===== src/rtl/store_buffer.sv =====
// store_buffer: posted-write FIFO between the M stage and data memory.
// Stores are queued in order and drained through a ready handshake. Loads
// that hit a pending store get the youngest matching data forwarded.

// Word-address comparator for one buffer slot, indexed by age from head.
module sb_match #(
  parameter int AW = 32
) (
  input  logic          vld,
  input  logic [AW-3:0] ent_waddr,
  input  logic [AW-3:0] lkp_waddr,
  output logic          hit
);
  assign hit = vld && (ent_waddr == lkp_waddr);
endmodule

module store_buffer #(
  parameter int DEPTH = 4,
  parameter int AW    = 32,
  parameter int DW    = 32
) (
  input  logic          clk,
  input  logic          clr,
  input  logic          MemWriteM,
  input  logic          MemReadM,
  input  logic [AW-1:0] ALUResultM,
  input  logic [DW-1:0] WriteDataM,
  output logic          StallSB,
  output logic          FwdHit,
  output logic [DW-1:0] FwdData,
  output logic          mem_we,
  output logic [AW-1:0] mem_addr,
  output logic [DW-1:0] mem_wdata,
  input  logic          mem_ready,
  output logic          sb_empty
);
  localparam int PW = $clog2(DEPTH);
  localparam logic [PW:0] FULL = (PW+1)'(DEPTH);

  typedef struct packed {
    logic [AW-1:0] addr;
    logic [DW-1:0] data;
  } sb_entry_t;

  sb_entry_t      ent [DEPTH];
  logic [PW-1:0]  head, tail;
  logic [PW:0]    count;
  logic           enq, deq;

  // A full buffer refuses the store even if a drain happens this cycle.
  assign enq       = MemWriteM && (count != FULL);
  assign deq       = mem_we && mem_ready;
  assign StallSB   = MemWriteM && (count == FULL);
  assign mem_we    = (count != '0);
  assign sb_empty  = (count == '0);
  assign mem_addr  = ent[head].addr;
  assign mem_wdata = ent[head].data;

  // Pointer and occupancy bookkeeping.
  always_ff @(posedge clk) begin
    if (!clr) begin
      head  <= '0;
      tail  <= '0;
      count <= '0;
    end else begin
      if (enq) tail <= tail + 1'b1;
      if (deq) head <= head + 1'b1;
      case ({enq, deq})
        2'b10:   count <= count + 1'b1;
        2'b01:   count <= count - 1'b1;
        default: count <= count;
      endcase
    end
  end

  // Entry storage; contents are meaningless outside head..tail-1.
  always_ff @(posedge clk) begin
    if (enq) ent[tail] <= '{addr: ALUResultM, data: WriteDataM};
  end

  // Slots are examined by age (distance from head) so wrap does not
  // disturb which match counts as youngest.
  logic [DEPTH-1:0]         age_vld, age_hit;
  logic [DEPTH-1:0][DW-1:0] age_data;

  for (genvar k = 0; k < DEPTH; k++) begin : g_age
    logic [PW-1:0] idx;
    assign idx         = head + PW'(k);
    assign age_vld[k]  = (PW+1)'(k) < count;
    assign age_data[k] = ent[idx].data;
    sb_match #(.AW(AW)) u_match (
      .vld       (age_vld[k]),
      .ent_waddr (ent[idx].addr[AW-1:2]),
      .lkp_waddr (ALUResultM[AW-1:2]),
      .hit       (age_hit[k])
    );
  end

  // Youngest-match select: later (older-to-younger) hits override earlier.
  always_comb begin
    FwdHit  = 1'b0;
    FwdData = '0;
    for (int k = 0; k < DEPTH; k++) begin
      if (MemReadM && age_hit[k]) begin
        FwdHit  = 1'b1;
        FwdData = age_data[k];
      end
    end
  end
endmodule


===== config.mk =====
export PLATFORM = sky130hd
export DESIGN_NAME = store_buffer
export DESIGN_NICKNAME = d
export VERILOG_FILES = /design/src/rtl/store_buffer.sv
export SDC_FILE = /design/constraint.sdc
export NUM_CORES = 1
export LEC_CHECK = 0
export BUFFER_PORTS_ARGS = -buffer_cell sky130_fd_sc_hd__buf_4
export CAP_MARGIN = 0
export CORE_UTILIZATION = 55
export DETAILED_ROUTE_END_ITERATION = 8
export PLACE_DENSITY_LB_ADDON = 0.15
export SLEW_MARGIN = 20
export SYNTH_ARGS = -nofsm -noshare
export SYNTH_HDL_FRONTEND = slang
export SYNTH_SLANG_ARGS = --single-unit
export TNS_END_PERCENT = 10

===== constraint.sdc =====
create_clock -name clk -period 2.8 [get_ports clk]
set_input_delay 0.28 -clock clk [delete_from_list [all_inputs] [get_ports clk]]
set_output_delay 0.28 -clock clk [all_outputs]
set_load 0.05 [all_outputs]

==> run summary, run 1 <==
The flow ran to the end, but the final reports show violations. The checks that failed: setup timing. The most used flip-flop cell after synthesis is sky130_fd_sc_hd__edfxtp_1. Number of storage elements in the synthesis netlist: 265.

The master cell of the clock root buffer is sky130_fd_sc_hd__clkbuf_16. For this design the ratio of total power to cell area is 829 nW/um^2. The via count is 13900, and the share of the synthesized area in the top cell type is 0.447. Max-cap violations in this run came to 0. Yosys mapped a number of flops with a built-in enable equal to 256.

The worst hold-check path type was input port to register. After the first detailed-routing iteration, the DRC count stood at 1308. The smallest clock period supported by the final layout is computed as 4240 ps. The average instance in the mapped netlist occupies 13.6 um^2. The initial core utilization came out at 0.560. The proportion of register bits with asynchronous set or reset after synthesis works out to 0.

The post-route worst hold slack came out at 8.37 ps. The share of the cycle needed by the critical path after routing is 1.51, and the hold violation total from the final report is 0. The clock slew seen by the registers of the worst setup and hold paths came out at 60 ps. The average routed wire per standard cell is 25.8 um, and the sequential cell area fraction in the yosys report is 0.458.

Yosys attributes the largest share of cell area to sky130_fd_sc_hd__edfxtp_1 (45%), sky130_fd_sc_hd__mux4_2 (17%), sky130_fd_sc_hd__mux2i_1 (8.0%), sky130_fd_sc_hd__xnor2_1 (3.3%), sky130_fd_sc_hd__mux2_2 (2.4%). Number of antenna violations at the first check in global routing: 0. Setup repair after global routing could not meet its margin everywhere. Setup violations remaining at the end of the flow were counted as 33.

The tools report the number of global-route vias before repair as 13500. The critical path is of the register to primary output type. The setup slack of the critical path after layout was -1440 ps; the level count of the clock H-tree was 1.

Along the worst path, the maximum fanout reaches 12. The run gives 0.335 as the global routing usage summed across all routing layers. Highest metal layer with signal wires: met4. The per-cell via count in the routed design is 6.50.

The final layout contains 1795 nets. The synthesized netlist occupies a cell area of 17200 um^2. TritonCTS built the clock tree.

Derived from the worst setup path, the maximum achievable clock frequency is 236 MHz. The final setup TNS is -43590 ps, and the gate count after technology mapping is 1265. The relative slew slack is 0.333. VDD sags by at most 0.000776 V.

The run gives 23800 um^2 as the final instance area. TritonCTS created 29 clock buffers. In this run the remaining antenna-violating nets after routing total 0. The detailed placer's ending HPWL was 36.1 mm; the data required time of the worst path was 2520 ps. Most frequently used cell type in the post-synthesis netlist: sky130_fd_sc_hd__edfxtp_1.

0 antenna diodes ended up in the layout. Detailed routing placed a total of 26.6 mm of wire on met2. The count of buffers added on input and output ports is 168. The Yosys step of the flow raised 0 warnings.

The detailed router put a total of 22.0 mm of wire on met1. The pre-antenna-repair detailed-routing pass consisted of 5 iterations. The total overflow left after global routing is 0.

Timing analysis after detailed placement gives a worst setup slack of -976 ps. The floorplan step defined a core boundary enclosing 30700 um^2. The tools report the endpoint kind of the worst setup timing path as a primary output. The number of nets in the synthesized netlist is 1343. In this run the count of I/O pins placed on the die edge is 169. The die covers 32000 um^2. Clock skew on the completed layout was measured at 21.4 ps. The first global-routing pass estimated 79.7 mm of wire. In this run the cell area measured after placement is 21200 um^2. Relative to the synthesized area, the layout overhead comes to 38.5%. At the pin with the least slew margin, the transition time is 1000 ps.

The routability congestion estimate was 1.03. The worst setup path is launched from a register. Counting every sink on the clock net gives 265. Wire segments on met3 add up to 5.23 mm in the final route. The logs give 64 for the number of core rows and 55.2 mm for the detailed-route wire length.

Entering global routing, the biggest net connects 91 pins. The netlist uses 66 different library cells. The signal arrival time at the worst endpoint was 3960 ps. The commonest cells after synthesis are sky130_fd_sc_hd__edfxtp_1 (256), sky130_fd_sc_hd__mux2i_1 (137), sky130_fd_sc_hd__mux4_2 (126). Summed over all cells, the static leakage comes to 8.36 nW. The final count of pins violating max slew is 0.

The die is 179 um wide. For the number of DRC violations after detailed routing, the log shows 0. The biggest area contributor in the post-synthesis netlist is sky130_fd_sc_hd__edfxtp_1.

The fraction of final layout cells with drive strength greater than 1 came out at 0.484. The clock passes through at most 3 buffers. At the later pin of the worst-skew pair, clock insertion delay measures 580 ps. Measured along the y axis, the die boundary spans 179 um.
## path summary, 6_finish.rpt
check,start,endpoint,slack [ps],cells after the start
max reg2reg,count[1],count[2],330,9
min,ALUResultM[4],ent[1][36],8,1
min reg2reg,tail[1],tail[1],670,4
max,register,FwdData[29],-1440,12
## cells in the final DEF (no fill, tap or decap), drive strengths merged, types with 6 or more instances in the layout
| master | n |
|---|---|
| a2111oi | 21 |
| a21boi | 15 |
| a21oi | 26 |
| a22oi | 20 |
| a311oi | 19 |
| and2 | 28 |
| buf | 488 |
| bufinv | 6 |
| clkbuf | 37 |
| clkinv | 10 |
| dfxtp | 9 |
| dlygate4sd3 | 39 |
| edfxtp | 256 |
| ha | 9 |
| inv | 21 |
| mux2 | 38 |
| mux2i | 138 |
| mux4 | 126 |
| nand2 | 79 |
| nand3 | 25 |
| nand4 | 11 |
| nor2 | 31 |
| nor3 | 21 |
| nor4 | 12 |
| o2111ai | 6 |
| o211ai | 21 |
| o21ai | 47 |
| o221ai | 15 |
| o22ai | 13 |
| xnor2 | 64 |
| xor2 | 46 |
## final cells by class
| type | count | area [um^2] |
|---|---|---|
| Clock buffer | 33 | 741 |
| Clock inverter | 19 | 265 |
| Fill cell | 1801 | 6870 |
| Inverter | 19 | 73.8 |
| Multi-Input combinational cell | 868 | 9440 |
| Sequential cell | 265 | 7880 |
| Tap cell | 396 | 495 |
| Timing Repair Buffer | 534 | 4910 |
## worst max-delay path, stage by stage, from the launching register on
cell and delay, ps:
sky130_fd_sc_hd__dfxtp_4 440, sky130_fd_sc_hd__buf_6 150, sky130_fd_sc_hd__mux2_2 350, sky130_fd_sc_hd__nor2_1 110
sky130_fd_sc_hd__a21oi_2 60, sky130_fd_sc_hd__a221o_1 360, sky130_fd_sc_hd__or4_4 500, sky130_fd_sc_hd__nor4_4 270
sky130_fd_sc_hd__buf_6 170, sky130_fd_sc_hd__buf_12 160, sky130_fd_sc_hd__nand3_1 190, sky130_fd_sc_hd__a311oi_4 390
sky130_fd_sc_hd__buf_6 210
## where the power goes
part | internal (W) | switching [W]
Combinational | 0.00484 | 0.00583
Clock | 0.00246 | 0.00163
Sequential | 0.00475 | 0.000245
Total | 0.0120 | 0.00770
## cells by family after synthesis
| kind of cell | synth area share |
|---|---|
| multiplexers | 0.271 |
| flip-flops | 0.458 |
| AND/OR/NAND/NOR | 0.0701 |
| AO/OA/AOI/OAI | 0.0974 |
| buffers and inverters | 0.0411 |
| XOR/XNOR | 0.0560 |
| adder cells (fa/ha/maj) | 0.00655 |
## stage by stage
stage          utilization  cells  total power (W)
3_3_place_gp         0.690   2002           0.0145
5_1_grt              0.776   2134           0.0204
3_5_place_dp         0.690   2002           0.0146
4_1_cts              0.758   2119           0.0193
6_report             0.776   2134           0.0197
2_1_floorplan            -   1265           0.0115
## metal layers
metal  track usage  up-vias
met5             0        -
met4        0.0851        0
met3        0.0710      100
met2         0.541      763
met1         0.462     7042
li1              -     5975
## timing repair
item / CTS / global route
endpoints found under the setup margin: 33 / 33
hold endpoints to repair: 154 / 0
gates resized for setup: 79 / 85
buffers inserted: 20 / 12
pin swaps: 20 / 28
gates cloned: 6 / 4
hold buffers: 39 / 0
## sequential cells by signal, summed over array words and instances (netlist names), named ones only
name,count
ent,256
head,2
count,3
tail,2
Power figures use the tool's default switching activity.
==> inputs of run 2 (changes only) <==
- SETUP_SLACK_MARGIN: default -> 0.3
==> run 2 against run 1 <==
  * Count of clock-buffer cells in the layout shrank 2
  * Non-clock buffer count shrank 12
  * Highest routed layer unchanged
  * Largest cell class unchanged
  * The run still ends with setup timing left
  * Maximum frequency grew 1.9%
  * Routed wire length decreased by 0.65%
  * Register-to-register slack improved by 340 ps
  * Critical endpoint is now FwdData[21]
  * Combinational power hardly changed
  * Total power is 0.19% higher
==> run summary, run 2 (synthesis results as in run 1) <==
The flow ran to the end, but the final reports show violations. The checks that failed: setup timing. The clock skew after layout came out at 7.06 ps (-14.4 ps). TritonCTS built the clock tree. The tools report the number of sinks handled by clock tree synthesis as 265 (unchanged).

The logs give 1 (unchanged) for the level count of the clock H-tree and 0 (unchanged) for the number of maximum-capacitance violations. Peak ir drop on the vdd network: 0.000856 V (+10%). The die height is 179 um (unchanged). Worst hold-check path type: input port to register.

The signal arrival time at the worst endpoint came out at 3880 ps (-80 ps). The hold violation total from the final report is 0 (unchanged), and the setup slack of the critical path after layout is -1360 ps (+77.4 ps). The initial core utilization was 0.560 (unchanged).

The fmax came out at 240 MHz (+1.9%). The relative slew slack is 0.382 (+0.0491), and the number of DRC violations after detailed routing is 0 (unchanged). The cell that appears most often on the critical path is sky130_fd_sc_hd__buf_12.

The fraction of final layout cells with drive strength greater than 1 was 0.485 (+0.000770). Traced cell by cell, the critical path runs through buf_12 > buf_12 > mux4_2 > xor2_2 > a2111oi_4 > buf_4 > nand4_1 > nor4_4 > buf_6 > buf_12 > buf_16 > nand3_4 > a311oi_4 > buf_6. The top register by number of flip-flops is ent. The final instance area came out at 23800 um^2 (about the same). The clock slew seen by the registers of the worst setup and hold paths was 60 ps (about the same). By startpoint and endpoint, the worst setup path is classified as register to primary output. The total iterations of the first detailed-routing run was 6 (+1). The detailed-route wire length is 54.8 mm (-0.65%). The logs give 21100 um^2 (-0.10%) for the total cell area at the placement stage and 0 (unchanged) for the final count of pins violating max slew.

The worst-case setup slack after placement was -871 ps (+105 ps). The share of the cycle needed by the critical path after routing is 1.49 (-0.0276). The width of the chip is 179 um (unchanged), and the peak fanout along the critical path is 7 (-5). The logs give 81.7 mm (+2.5%) for the global-route wire length before repair and 1 (+1) for the number of antenna violations at the first check in global routing. The post-layout instance count excluding filler cells was 2124 (-0.47%); the top-level I/O count was 169 (unchanged). In this run the clock root is driven by a sky130_fd_sc_hd__clkbuf_16. Remaining antenna violation count: 0 (unchanged).

Post-route worst hold slack: 31.0 ps (+22.6 ps). The number of nets in the final layout is 1783 (-0.67%). The power density normalized to cell area was 831 nW/um^2 (+0.15%); the flip-flop count of the largest register, all copies and words added was 256 (unchanged). The delay of the slowest cell on the worst path is 560 ps (+60 ps).

The per-cell via count in the routed design was 6.54 (+0.53%); the data required time of the worst path was 2520 ps (about the same). Critical path's slowest cell: sky130_fd_sc_hd__mux4_2. The tools report the buffer depth of the longest clock path as 3 (unchanged). Setup repair after global routing could not meet its margin everywhere.

The actual slew at the worst max-slew pin came out at 927 ps (-73.7 ps). The worst setup path is captured at a primary output. The worst setup path is launched from a register. The signed area change from the synthesized netlist to the final layout came out at 38.5% (about the same). The pin count of the biggest net entering global routing is 59 (-35%), and the number of buffer and inverter stages on the critical path is 7 (+3). The minimum clock period after layout is 4160 ps (-77.4 ps), and the number of core rows is 64 (unchanged).

The placeable core region came out at 30700 um^2 (unchanged). The via count came out at 13900 (+0.058%). In the final layout, the registers with the most flip-flops are ent: 256 flops, count: 3 flops. The number of port buffers was 168 (unchanged); the count of endpoints failing setup in the final report was 33 (unchanged). The tools report the static leakage power as 8.30 nW (-0.68%). The overall die area was 32000 um^2 (unchanged).

Leaving out fill and tap cells, the most frequent cells in the layout are sky130_fd_sc_hd__buf_4 (379), sky130_fd_sc_hd__edfxtp_1 (256), sky130_fd_sc_hd__mux4_2 (126). Category of cells accounting for the largest share of critical-path delay: buffers and inverters. The run gives 36.4 mm (+0.90%) as the detailed placer's ending HPWL.

The overall overflow remaining after global route is 0 (unchanged), and the average routed wire per standard cell is 25.8 um (-0.19%). The total instance count after detailed placement was 1992 (-0.50%). The global routing usage summed across all routing layers is 0.341 (+0.00608), and the clock insertion delay at the later pin of the skew report is 550 ps (-30 ps).

For the routability congestion estimate, the log shows 1.01 (-1.9%). The tools report the post-route core utilization as 0.776 (about the same). Leaving out fill and tap cells, the most frequent cell in the layout is sky130_fd_sc_hd__buf_4. The violation count after the first detailed-routing iteration was 1527 (+17%). The number of buffers created by CTS is 29 (unchanged), and the number of global-route vias before repair is 13800 (+1.9%).
## run 2: final timing paths
check | start | slack (ps) | end | depth (start not counted)
max | register | -1360 | FwdData[21] | 14
min reg2reg | count[2] | 680 | count[2] | 3
min | ALUResultM[11] | 30 | ent[1][43] | 1
max reg2reg | count[1] | 670 | count[2] | 10
## run 2: per-stage QoR
stage               TNS (ps)  total power (W)
floorplan             -84590           0.0115
global placement      -26870           0.0145
detailed placement    -26550           0.0146
CTS                   -39800           0.0194
global route          -44980           0.0204
finish                -42740           0.0198
## run 2: timing repair
item | 4_1_cts | 5_1_grt
hold buffers | 41 | 0
cloned | 4 | 0
pin swaps | 21 | 8
hold endpoints to repair | 150 | 0
gates resized for setup | 145 | 52
endpoints found under the setup margin | 75 | 51
buffers inserted | 29 | 4
## run 2: metal layers
metal	part of all wire	track usage	up-vias
met4	0.030	0.101	0
li1	-	-	5954
met5	0	0	-
met3	0.086	0.0500	125
met2	0.48	0.553	751
met1	0.40	0.477	7058
## run 2: worst register-to-register path, stage by stage, from the launching register on
cell	delay (ps)
sky130_fd_sc_hd__dfxtp_1	330
sky130_fd_sc_hd__buf_4	120
sky130_fd_sc_hd__inv_1	50
sky130_fd_sc_hd__buf_4	130
sky130_fd_sc_hd__ha_1	200
sky130_fd_sc_hd__a21boi_1	130
sky130_fd_sc_hd__buf_4	170
sky130_fd_sc_hd__inv_1	50
sky130_fd_sc_hd__ha_1	350
sky130_fd_sc_hd__or3_1	380
sky130_fd_sc_hd__a21boi_0	160
## run 2: layout make-up
cell class | count | area [um^2]
fill | 1844 | 6860
tap | 396 | 495
clock buffer | 31 | 733
sequential | 265 | 7880
multi-input combinational | 868 | 9500
inverter | 19 | 71.3
clock inverter | 22 | 275
timing repair buffer | 522 | 4850
antenna | 1 | 2.50
## run 2: power breakdown
| part | leakage (nW) | switching, W | internal (W) |
|---|---|---|---|
| registers | 2.43 | 0.000270 | 0.00475 |
| clock network | 0.479 | 0.00162 | 0.00245 |
| logic | 5.39 | 0.00579 | 0.00491 |
==> inputs of run 3 (changes only) <==
==> constraint.sdc (replaced) <==
create_clock -name clk -period 2.8 [get_ports clk]
set_input_delay 0.56 -clock clk [delete_from_list [all_inputs] [get_ports clk]]
set_output_delay 0.56 -clock clk [all_outputs]
set_load 0.05 [all_outputs]
==> run 3 against run 2 <==
  * The flow still finishes with violations (setup timing)
  * Highest routed layer unchanged
  * Clock power shrank 4%
  * Core utilization up 0.082 points
  * Critical path depth unchanged
  * Setup slack worse by 270 ps
  * Sequential share of layout area barely moved
  * Critical path type unchanged
  * Final area up 0.10%
  * Total power increased by 0.95%
  * Sequential power barely moved
  * Combinational power rose by 4%
  * Largest power group unchanged
==> run summary, run 3 (synthesis results as in run 1) <==
The logs give 2240 ps (-280 ps) for the data required time of the worst path and 225 MHz (-6.2%) for the fmax. The setup slack of the critical path after layout was -1640 ps (-273 ps); the reg2reg setup slack was 680 ps (about the same). The critical path in this run is classified as register to primary output.

The pin count of the biggest net entering global routing is 65 (+10%), and the number of sinks handled by clock tree synthesis is 265 (unchanged). The timing startpoint of the critical path is head[0]. The overall overflow remaining after global route is 0 (unchanged).

Count of cell instances traversed by the critical path: 14 (unchanged). The run gives 2031 (+2.0%) as the total instance count after detailed placement. For the overall power of the completed layout, the log shows 0.0200 W (+0.95%).

The critical path's slowest cell is sky130_fd_sc_hd__dfxtp_4. Via count: 13700 (-1.4%). The tools report the endpoint of the most critical setup path as FwdData[18]. The number of global-route vias before repair is 13800 (-0.036%), and the top-level I/O count is 169 (unchanged). The minimum clock period after layout is 4440 ps (+273 ps), and the per-cell via count in the routed design is 6.46 (-1.2%).

The worst hold-check path type was input port to register. The global-route wire length before repair was 81.1 mm (-0.74%); the post-route core utilization was 0.777 (+0.000816). For the number of antenna repair diodes, the log shows 0 (-1). Endpoint kind of the worst setup timing path: a primary output.

TritonCTS built the clock tree. The category of cells accounting for the largest share of critical-path delay was buffers and inverters. The static leakage power came out at 8.38 nW (+1.0%). The relative slew slack is 0.477 (+0.0947), and the placeable core region is 30700 um^2 (unchanged). Initial core utilization: 0.560 (unchanged).

Leaving out fill and tap cells, the most frequent cells in the layout are sky130_fd_sc_hd__buf_4 (354), sky130_fd_sc_hd__edfxtp_1 (256), sky130_fd_sc_hd__mux4_2 (126). The cell depth of the worst flop-to-flop path was 9 (-1). The signed area change from the synthesized netlist to the final layout works out to 38.7%.

The register with the most flip-flops in the final layout is ent. Number of DRC violations after detailed routing: 0 (unchanged). The final reports fail on setup timing. The average routed wire per standard cell is 25.7 um (-0.25%). End of the worst register-to-register path: count[2]. Setup repair after global routing could not meet its margin everywhere. The post-layout instance count excluding filler cells was 2120 (-0.19%); the number of antenna violations at the first check in global routing was 0 (-1). The number of buffers created by CTS was 29 (unchanged); the width of the chip was 179 um (unchanged).

The tools report the remaining antenna violation count as 0 (unchanged). The critical path goes through buf_12 > buf_6 > mux2i_2 > mux2i_1 > xor2_1 > nor4_1 > o2111ai_1 > a2111oi_4 > buf_6 > buf_12 > buf_12 > nor3_2 > a311oi_4 > buf_6. The library cell used most frequently in the layout, excluding fill and tap cells, is sky130_fd_sc_hd__buf_4.

The logs give 0 (-100%) for the hold-fix buffer count after cts and 1781 (-0.11%) for the number of nets in the final layout. The run gives 32000 um^2 (unchanged) as the overall die area. For the clock insertion delay at the later pin of the skew report, the log shows 550 ps (about the same).

The largest registers in the layout are ent: 256 flops, count: 3 flops. The peak fanout along the critical path came out at 17 (+10). For the hold violation total from the final report, the log shows 0 (unchanged).

The number of fill cells came out at 1780 (-3.5%). The tools report the total iterations of the first detailed-routing run as 6 (unchanged). The run finished, with violations left. The power density normalized to cell area is 838 nW/um^2 (+0.84%), and the global routing usage summed across all routing layers is 0.340 (-0.000978). The number of buffer and inverter stages on the critical path was 6 (-1).

The logs give 0.000817 V (-4.5%) for the peak ir drop on the vdd network and 9.63 ps (+2.57 ps) for the clock skew after layout. The number of port buffers is 168 (unchanged). For the number of maximum-capacitance violations, the log shows 0 (unchanged).

STA classifies the critical path startpoint as a register. Number of core rows: 64 (unchanged). The startpoint identified for the worst register-to-register timing path is count[1]. The actual slew at the worst max-slew pin works out to 785 ps (-142 ps). Routability congestion estimate: 1.02 (+1.7%).

Fraction of final layout cells with drive strength greater than 1: 0.492 (+0.00722). The run gives 36.7 mm (+0.81%) as the detailed placer's ending HPWL. The delay of the slowest cell on the worst path is 420 ps (-140 ps), and the signal arrival time at the worst endpoint is 3880 ps (about the same).

The logs give 3 (unchanged) for the buffer depth of the longest clock path and 0 (unchanged) for the final count of pins violating max slew. The die height is 179 um (unchanged). The master cell of the clock root buffer is sky130_fd_sc_hd__clkbuf_16. The violation count after the first detailed-routing iteration came out at 1261 (-17%). The level count of the clock H-tree was 1 (unchanged). The share of the cycle needed by the critical path after routing works out to 1.58 (+0.0975). The count of endpoints failing setup in the final report is 65 (+97%), and the cell depth of the worst min-delay path is 1 (unchanged).

The clock slew seen by the registers of the worst setup and hold paths came out at 60 ps (about the same). The flip-flop count of the largest register, all copies and words added works out to 256 (unchanged). The detailed-route wire length is 54.6 mm (-0.43%).
## run 3: cell count changes in the layout (fill, tap and decap cells not counted), sizes merged
| cell | previous run | this run |
|---|---|---|
| buf | 480 | 515 |
| clkinvlp | 5 | 1 |
| clkbuf | 31 | 36 |
| diode | 1 | 0 |
| dlygate4sd3 | 41 | 0 |
| bufinv | 6 | 5 |
| clkinv | 11 | 14 |
## run 3: how the worst min path moves through the flow
stage / start / end / slack (ps)
detailed placement: tail[1] / tail[1] / 680
floorplan: count[1] / count[1] / 600
global placement: tail[1] / tail[1] / 670
finish: WriteDataM[19] / ent[1][19] / 210
global route: WriteDataM[14] / ent[2][14] / 190
CTS: WriteDataM[19] / ent[1][19] / 190
## run 3: repair_timing
item,4_1_cts,5_1_grt
cloned,5,4
pin swaps,18,24
setup endpoints to repair,96,97
resized for setup,186,60
setup buffers,23,5
## run 3: stage by stage
stage	hold WS, ps	instance area (um^2)	setup slack [ps]	TNS (ps)
final	208	23800	-1640	-55290
after global routing	195	23800	-1800	-61030
after CTS	192	23400	-1620	-54630
after detailed placement	677	21400	-1230	-38260
after global placement	666	21400	-1200	-37280
after floorplan	602	17500	-961	-96230
## run 3: report_power, final
group	total, W	internal [W]	switching (W)
combinational	0.0111	0.00524	0.00583
clock	0.00388	0.00233	0.00155
sequential	0.00502	0.00475	0.000271
total	0.0200	0.0123	0.00765
## run 3: layer usage
| layer | part of all wire | vias to the layer above | GRT usage | routed length, um |
|---|---|---|---|---|
| li1 | - | 5948 | - | - |
| met1 | 0.40 | 6862 | 0.471 | 22100 |
| met2 | 0.47 | 759 | 0.535 | 25600 |
| met3 | 0.093 | 124 | 0.0742 | 5070 |
| met4 | 0.032 | 0 | 0.110 | 1770 |
| met5 | 0 | - | 0 | 0 |
## run 3: cell type report
cell class	instances	area [um^2]	share of cell area
multi-input combinational	868	9340	0.392
sequential	265	7880	0.331
timing repair buffer	520	5090	0.214
clock buffer	32	737	0.0309
tap	396	495	0.0208
clock inverter	20	215	0.00903
inverter	19	71.3	0.00299
